## src/rtl/pc_seq_pkg.sv

```systemverilog
// Shared types and constants for the PC fetch/sequence controller.
// The word step is also used by the external PC update block.
package pc_seq_pkg;

    typedef enum logic [2:0] {
        ST_FETCH  = 3'd0,
        ST_ISSUE  = 3'd1,
        ST_EXEC   = 3'd2,
        ST_UPDATE = 3'd3,
        ST_HALTED = 3'd4,
        ST_FAULT  = 3'd5
    } seqState_t;

    localparam logic [1:0]  FC_NONE     = 2'b00;
    localparam logic [1:0]  FC_TIMEOUT  = 2'b01;
    localparam logic [1:0]  FC_MISALIGN = 2'b10;

    localparam logic [31:0] WORD_STEP   = 32'h0000_0004;

endpackage

```

## src/rtl/fetch_timeout_counter.sv

```systemverilog
// 8-bit fetch wait counter with terminal-count compare against MEM_TIMEOUT-1.
// Clear has priority over enable.
module fetch_timeout_counter #(
    parameter int MEM_TIMEOUT = 16
) (
    input  logic clk,
    input  logic reset,
    input  logic clear,
    input  logic enable,
    output logic terminal
);

    localparam logic [7:0] LAST_COUNT = 8'(MEM_TIMEOUT - 1);

    logic [7:0] count;

    always_ff @(posedge clk) begin
        if (reset || clear) begin
            count <= 8'd0;
        end else if (enable) begin
            count <= count + 8'd1;
        end
    end

    assign terminal = (count == LAST_COUNT);

endmodule

```

## src/rtl/pc_sequencer.sv

```systemverilog
// Multi-cycle fetch/sequence controller owning the architectural PC.
//   state     | meaning
//   ST_FETCH  | imem_req high, wait for imem_ready (timeout -> ST_FAULT)
//   ST_ISSUE  | one-cycle instr_valid pulse
//   ST_EXEC   | wait for exec_done from the datapath
//   ST_UPDATE | commit pc_next_in, bump retired, check alignment / halt
//   ST_HALTED | stopped on request, terminal until reset
//   ST_FAULT  | stopped on fault, terminal until reset
module pc_sequencer
    import pc_seq_pkg::*;
#(
    parameter logic [31:0] RESET_PC    = 32'h0000_0000,
    parameter int          MEM_TIMEOUT = 16,
    parameter bit          ALIGN_CHECK = 1'b1
) (
    input  logic        clk,
    input  logic        reset,
    output logic        imem_req,
    output logic [31:0] imem_addr,
    input  logic        imem_ready,
    input  logic [31:0] imem_rdata,
    output logic [31:0] instr,
    output logic        instr_valid,
    input  logic        exec_done,
    output logic [31:0] pc_out,
    output logic [25:0] ins_offset,
    input  logic [31:0] pc_next_in,
    input  logic        halt,
    output logic        halted,
    output logic        fault,
    output logic [1:0]  fault_code,
    output logic [31:0] retired
);

    seqState_t   state;
    seqState_t   stateNext;
    logic [31:0] pcReg;
    logic [31:0] instrReg;
    logic [31:0] retiredReg;
    logic [1:0]  faultCode;
    logic        timeoutHit;
    logic        misaligned;
    logic        inFetch;

    assign inFetch    = (state == ST_FETCH);
    assign misaligned = ALIGN_CHECK && (pc_next_in[1:0] != 2'b00);

    fetch_timeout_counter #(
        .MEM_TIMEOUT (MEM_TIMEOUT)
    ) uTimeout (
        .clk      (clk),
        .reset    (reset),
        .clear    (!inFetch || imem_ready),
        .enable   (inFetch),
        .terminal (timeoutHit)
    );

    always_ff @(posedge clk) begin
        if (reset) begin
            state <= ST_FETCH;
        end else begin
            state <= stateNext;
        end
    end

    always_comb begin
        stateNext = state;
        case (state)
            ST_FETCH: begin
                if (imem_ready) begin
                    stateNext = ST_ISSUE;
                end else if (timeoutHit) begin
                    stateNext = ST_FAULT;
                end
            end
            ST_ISSUE:  stateNext = ST_EXEC;
            ST_EXEC: begin
                if (exec_done) begin
                    stateNext = ST_UPDATE;
                end
            end
            // Misalignment outranks a simultaneous halt request.
            ST_UPDATE: begin
                if (misaligned) begin
                    stateNext = ST_FAULT;
                end else if (halt) begin
                    stateNext = ST_HALTED;
                end else begin
                    stateNext = ST_FETCH;
                end
            end
            ST_HALTED: stateNext = ST_HALTED;
            ST_FAULT:  stateNext = ST_FAULT;
            default:   stateNext = ST_FETCH;
        endcase
    end

    always_ff @(posedge clk) begin
        if (reset) begin
            pcReg      <= RESET_PC;
            instrReg   <= 32'd0;
            retiredReg <= 32'd0;
            faultCode  <= FC_NONE;
        end else begin
            if (inFetch && imem_ready) begin
                instrReg <= imem_rdata;
            end
            if (inFetch && !imem_ready && timeoutHit) begin
                faultCode <= FC_TIMEOUT;
            end
            if (state == ST_UPDATE) begin
                pcReg      <= pc_next_in;
                retiredReg <= retiredReg + 32'd1;
                if (misaligned) begin
                    faultCode <= FC_MISALIGN;
                end
            end
        end
    end

    assign imem_req    = inFetch;
    assign imem_addr   = pcReg;
    assign pc_out      = pcReg;
    assign instr       = instrReg;
    assign ins_offset  = instrReg[25:0];
    assign instr_valid = (state == ST_ISSUE);
    assign halted      = (state == ST_HALTED);
    assign fault       = (state == ST_FAULT);
    assign fault_code  = faultCode;
    assign retired     = retiredReg;

endmodule

```

## config.mk

```make
export PLATFORM = sky130hd
export DESIGN_NAME = pc_sequencer
export DESIGN_NICKNAME = d
export VERILOG_FILES = /design/src/rtl/pc_seq_pkg.sv /design/src/rtl/fetch_timeout_counter.sv /design/src/rtl/pc_sequencer.sv
export SDC_FILE = /design/constraint.sdc
export NUM_CORES = 1
export LEC_CHECK = 0
export CAP_MARGIN = 20
export CORE_UTILIZATION = 38
export DETAILED_ROUTE_END_ITERATION = 7
export PLACE_DENSITY = 0.75
export SLEW_MARGIN = 20
export SYNTH_ARGS = -nofsm -noshare
export SYNTH_HDL_FRONTEND = slang
export SYNTH_SLANG_ARGS = --single-unit
```

## constraint.sdc

```tcl
create_clock -name clk -period 1.8 [get_ports clk]
set_input_delay 0.36 -clock clk [delete_from_list [all_inputs] [get_ports clk]]
set_output_delay 0.36 -clock clk [all_outputs]
set_load 0.01 [all_outputs]
```

; ---- Word level (Yosys, flattened, before mapping)
; Index checks and enable logic that the tools add are counted.
[totals]
register_bits = 109
input_bits = 69
out_inout_bits = 160
elab_cells = 35
[op_classes]
add_sub_neg = 2
n_eq_ne = 8
muxes = 9
n_reduce_logical = 10
[op_table]
columns = cell, n
row1 = 32-bit by 1-bit adder with 32-bit output (second input constant), 1
row2 = 3-bit case mux with 6 select lines, 1
row3 = 3-bit two-way mux, 5
row4 = 8-bit by 1-bit adder with 8-bit output (second input constant), 1
row5 = 8-bit by 4-bit equality test with 1-bit output (second input constant), 1
row6 = 3-bit by 2-bit equality test with 1-bit output (second input constant), 2
row7 = 3-bit equality test (second input constant), 2
row8 = 2-bit two-way mux, 3
row9 = 3-bit by 1-bit equality test with 1-bit output (second input constant), 1
row10 = 1-bit logical AND, 3
row11 = 3-bit logical NOT, 1
row12 = 3-bit inequality test (second input constant), 1
row13 = 1-bit logical NOT, 2
row14 = 1-bit logical OR, 2
row15 = 2-bit inequality test (second input constant), 1
row16 = 2-bit AND reduction, 1
row17 = 2-bit nonzero test, 1

; ---- Longest topological paths before layout
[depth]
ltp_word = 6
mapped_depth = 8
mapped_depth_nobuf = 5

; ---- By module
; A second synthesis with hierarchy kept.
[hier_totals]
cells_unflattened = 590
area_unflattened_um2 = 4773.3
[modules_own_cells]
columns = module, n_inst, cells_per_inst, area_each_um2, seq_area_each_um2
row1 = pc_sequencer, 1, 550, 4415.5, 2021.9
row2 = fetch_timeout_counter, 1, 40, 357.8, 160.2

; ---- Worst setup path after synthesis
; OpenSTA, ideal clock, no wires.
[synth_timing]
path_type = reg-to-reg
startpoint = register retiredReg[0] (netlist: retired[0])
endpoint = register retiredReg[16] (netlist: retired[16])
setup_ns = 0.121
arrival_time_ns = 1.868
required_time_ns = 1.679
setup_slack_ns = -0.189
path_stages_with_launch = 8
path_buffers = 2
period_less_slack_ns = 1.989
path_cell_list = dfxtp_1 -> ha_1 -> nand3_1 -> or2_1 -> clkbuf_1 -> buf_2 -> nor4_1 -> mux2_2
[synth_between]
elab_chain_cells = 1
[synth_rtl]
columns = element, line
row1 = start: declaration, pc_sequencer.sv:39  ; logic [31:0] retiredReg;
row2 = start signal: assignment, pc_sequencer.sv:113  ; retiredReg <= retiredReg + 32'd1;
row3 = 32-bit by 1-bit adder with 32-bit output, pc_sequencer.sv:113
; Every way passes these cells.
; A chain may end at the register's enable or synchronous reset.

; ---- Final worst setup path
[layout_timing]
startpoint = register retiredReg[18] (netlist: retired[18])
endpoint = register retiredReg[31] (netlist: retired[31])
; Same word-level chain as after synthesis.

==> metrics.cfg <==
[status]
outcome=finished, violations left
violations=negative setup slack

[yosys]
synthDistinctLibCells=40
synth_cells=600
synth_warnings=0
avgSynthCellArea_um2=8.21
ys.flop_type=dfxtp_1
syn-num-nets=671
ys_seq_elements=109
async_reset_ff_share_pct=0
syn_area_um2=4930
synth-edff-count=0
synth-seq-area-share_pct=44.3

[clock_tree]
clk_pin_slew_ns=0.07
cts_htree_levels=3
clk_path_buf_depth=2
cts_hold_buf=0
cts_tree=done
numCtsBuffers=9
cts-root-buf=clkbuf_16
cts_sinks=109
clk_latency_ns=0.35

[timing]
slew_headroom_pct=58.0
rsz0062_at_grt=true
min_period_ns=1.88
max_freq_mhz=531
drv_slew=0
fin_hold_ws_ns=0.459
hold_violations=0
fin_crit_sh_pct=105
layout_setup_ws_ns=-0.0819
clock_skew_ns=0.00790
worst_pin_slew_ns=0.631
setup_viol=9

[floorplanning]
initial_utilization_pct=39.0
die_h_um=116
core_region_area_um2=12600
fp.dieW_um=116
ios=229
die-area_um2=13400
fp-row-count=41

[finish]
fin_nets=855
drive_above_1_share_pct=15.5
design_area_um2=7620
seqCellArea_um2=2220
nFillCells=1104
multiInputGateArea_um2=2180
stdcell_count=961
diodes=0
syn2layout_area_growth_pct=54.8

[setup_path]
crit_required_ns=2.04
crit_chain=nand4_1 > or4_4 > nor4_2 > mux2_2
slowest_stage=or4_4
path_class=register to register
path_max_fanout=12
arrival_ns=2.12
endpoint_kind=register
slowest_delay_ns=0.63
critPathLaunchType=register

[pwr]
p_leak_uw=0.00275
pwr-share-seq_pct=39.3
switching_share_pct=31.5
p_sw_uw=2320
p_clk_share_pct=26.1
pwr_density_cell_nw_per_um2=968
vdd_drop_max_uv=495
combPwrFrac_pct=34.6
p_int_uw=5050

[global_route]
grt_pass1_wl_um=20500
grt.total_usage_pct=19.5
grt-ovfl-total=0
antenna_found_initial=0
grt_max_degree=61
grt_pass1_vias=4136

[run]
drv_cap=0

[placed_design]
port_buffers=228
numPlacedInstances=943
dp_hpwl_um=10400
place_area_um2=7230
place.gp.congestion=0.739

[drt]
drc=0
routed_wl_um=14100
drtIter0Drc=225
via_per_inst=4.83
drt_first_pass_iters=4
ant_nets=0
vias=4638
post_drt_wl_per_cell_um=14.7

[worst_hold_path]
hold_class=register to register

path summary, 6_finish.rpt:
check | startpoint | to | slack (ns) | cells past startpoint
setup / recovery | retired[18] | retired[31] | -0.08 | 4
hold / removal | instr[28] | instr[28] | 0.46 | 2
setup reg to reg | retired[18] | retired[31] | -0.08 | 4
hold reg to reg | instr[28] | instr[28] | 0.46 | 2
through the flow:
step	utilization (%)	setup WS, ns	power [µW]	setup TNS, ns
after CTS	59.7	-0.0615	7430	-0.305
after global placement	57.3	-0.0601	5460	-0.114
after detailed placement	57.3	-0.0989	5530	-0.375
after global routing	60.4	-0.125	7790	-0.886
after floorplan	-	-0.0376	4270	-0.0663
final	60.4	-0.0819	7380	-0.440
area by class of cell:
cell class                      count  share of cell area [%]
Clock buffer                       10                    3.13
Tap cell                          172                    2.82
Timing Repair Buffer              271                    35.2
Clock inverter                      6                   0.689
Inverter                            8                   0.394
Sequential cell                   109                    29.2
Multi-Input combinational cell    385                    28.6
layout by cell type, fill, tap and decap left out, types with 2 or more instances in the layout:
| cell | Yosys | layout |
|---|---|---|
| xnor2_1 | 7 | 7 |
| a21oi_1 | 77 | 76 |
| dfxtp_4 | 0 | 8 |
| nand2b_1 | 2 | 2 |
| nor3_1 | 5 | 5 |
| nor4_1 | 8 | 4 |
| or4_1 | 5 | 5 |
| nor2_1 | 33 | 32 |
| inv_1 | 8 | 8 |
| nor3b_1 | 2 | 2 |
| nor4_4 | 1 | 2 |
| nor4_2 | 7 | 10 |
| clkbuf_16 | 0 | 11 |
| nor2b_1 | 16 | 16 |
| dfxtp_2 | 0 | 9 |
| and4_4 | 0 | 2 |
| nand2_1 | 142 | 142 |
| buf_4 | 58 | 38 |
| buf_12 | 0 | 4 |
| o21ai_0 | 4 | 4 |
| o31ai_1 | 6 | 6 |
| and2_1 | 3 | 3 |
| clkinv_4 | 0 | 2 |
| nand3_1 | 12 | 10 |
| clkdlybuf4s50_1 | 0 | 222 |
| mux2_2 | 15 | 14 |
| or3_1 | 4 | 3 |
| and3_1 | 4 | 4 |
| dfxtp_1 | 109 | 92 |
| nand4_1 | 8 | 8 |
| xor2_1 | 8 | 8 |
| inv_6 | 0 | 2 |
worst max-delay path, delay by kind of cell (launching register included):
family | cells | cell delay (ns)
DFF | 1 | 0.35
muxes | 1 | 0.36
and+or+nand+nor | 3 | 1.07
registers in the layout (all words and copies together) (netlist names):
name / count
fault_code: 2
uTimeout.count: 8
state: 3
retired: 32
imem_addr: 32
instr: 32
cell usage after synthesis (3+ instances only):
library cell | n | area (µm²)
nand2_1 | 142 | 533
clkbuf_1 | 30 | 113
xnor2_1 | 7 | 61.3
or3_1 | 4 | 25.0
nor4_1 | 8 | 50.1
and4_1 | 3 | 26.3
dfxtp_1 | 109 | 2180
nor4_2 | 7 | 87.6
and3_1 | 4 | 25.0
or4_1 | 5 | 37.5
nor2b_1 | 16 | 100
o21ai_0 | 4 | 20.0
buf_4 | 58 | 435
and2_1 | 3 | 18.8
mux2_2 | 15 | 169
xor2_1 | 8 | 70.1
inv_1 | 8 | 30.0
nand4_1 | 8 | 50.1
buf_6 | 3 | 33.8
buf_2 | 7 | 35.0
a21oi_1 | 77 | 385
nand3_1 | 12 | 60.1
nor3_1 | 5 | 25.0
o31ai_1 | 6 | 45.0
nor2_1 | 33 | 124
power by group through the flow:
stage / combinational [µW] / clock [µW] / sequential [µW]
floorplan: 1260 / 0 / 3010
CTS: 2560 / 1980 / 2900
global placement: 2530 / 0 / 2930
detailed placement: 2570 / 0 / 2950
finish: 2550 / 1920 / 2900
global route: 2770 / 2080 / 2940
routing by layer:
layer / track usage [%] / vias to the layer above / routed length (µm)
li1: - / 2302 / -
met1: 23.3 / 2179 / 5770
met2: 34.8 / 147 / 7350
met3: 4.34 / 10 / 856
met4: 5.64 / 0 / 141
met5: 0 / - / 0
cell families (layout without fill, tap and decap cells):
| kind of cell | Yosys count | in the layout | share of synthesized area, % |
|---|---|---|---|
| buffers and inverters | 106 | 295 | 13.1 |
| and+or+nand+nor | 263 | 263 | 26.3 |
| AOI/OAI and AO/OA | 90 | 90 | 9.70 |
| xor gates and xnor gates | 15 | 15 | 2.67 |
| DFF | 109 | 109 | 44.3 |
| muxes | 15 | 15 | 3.43 |
| adders and majority gates | 2 | 2 | 0.508 |
timing repair:
action / CTS / global route
resized for setup: 11 / 16
buffers inserted: 0 / 0
setup endpoints to repair: 16 / 18
cloned: 0 / 2
Power figures use the tool's default switching activity.
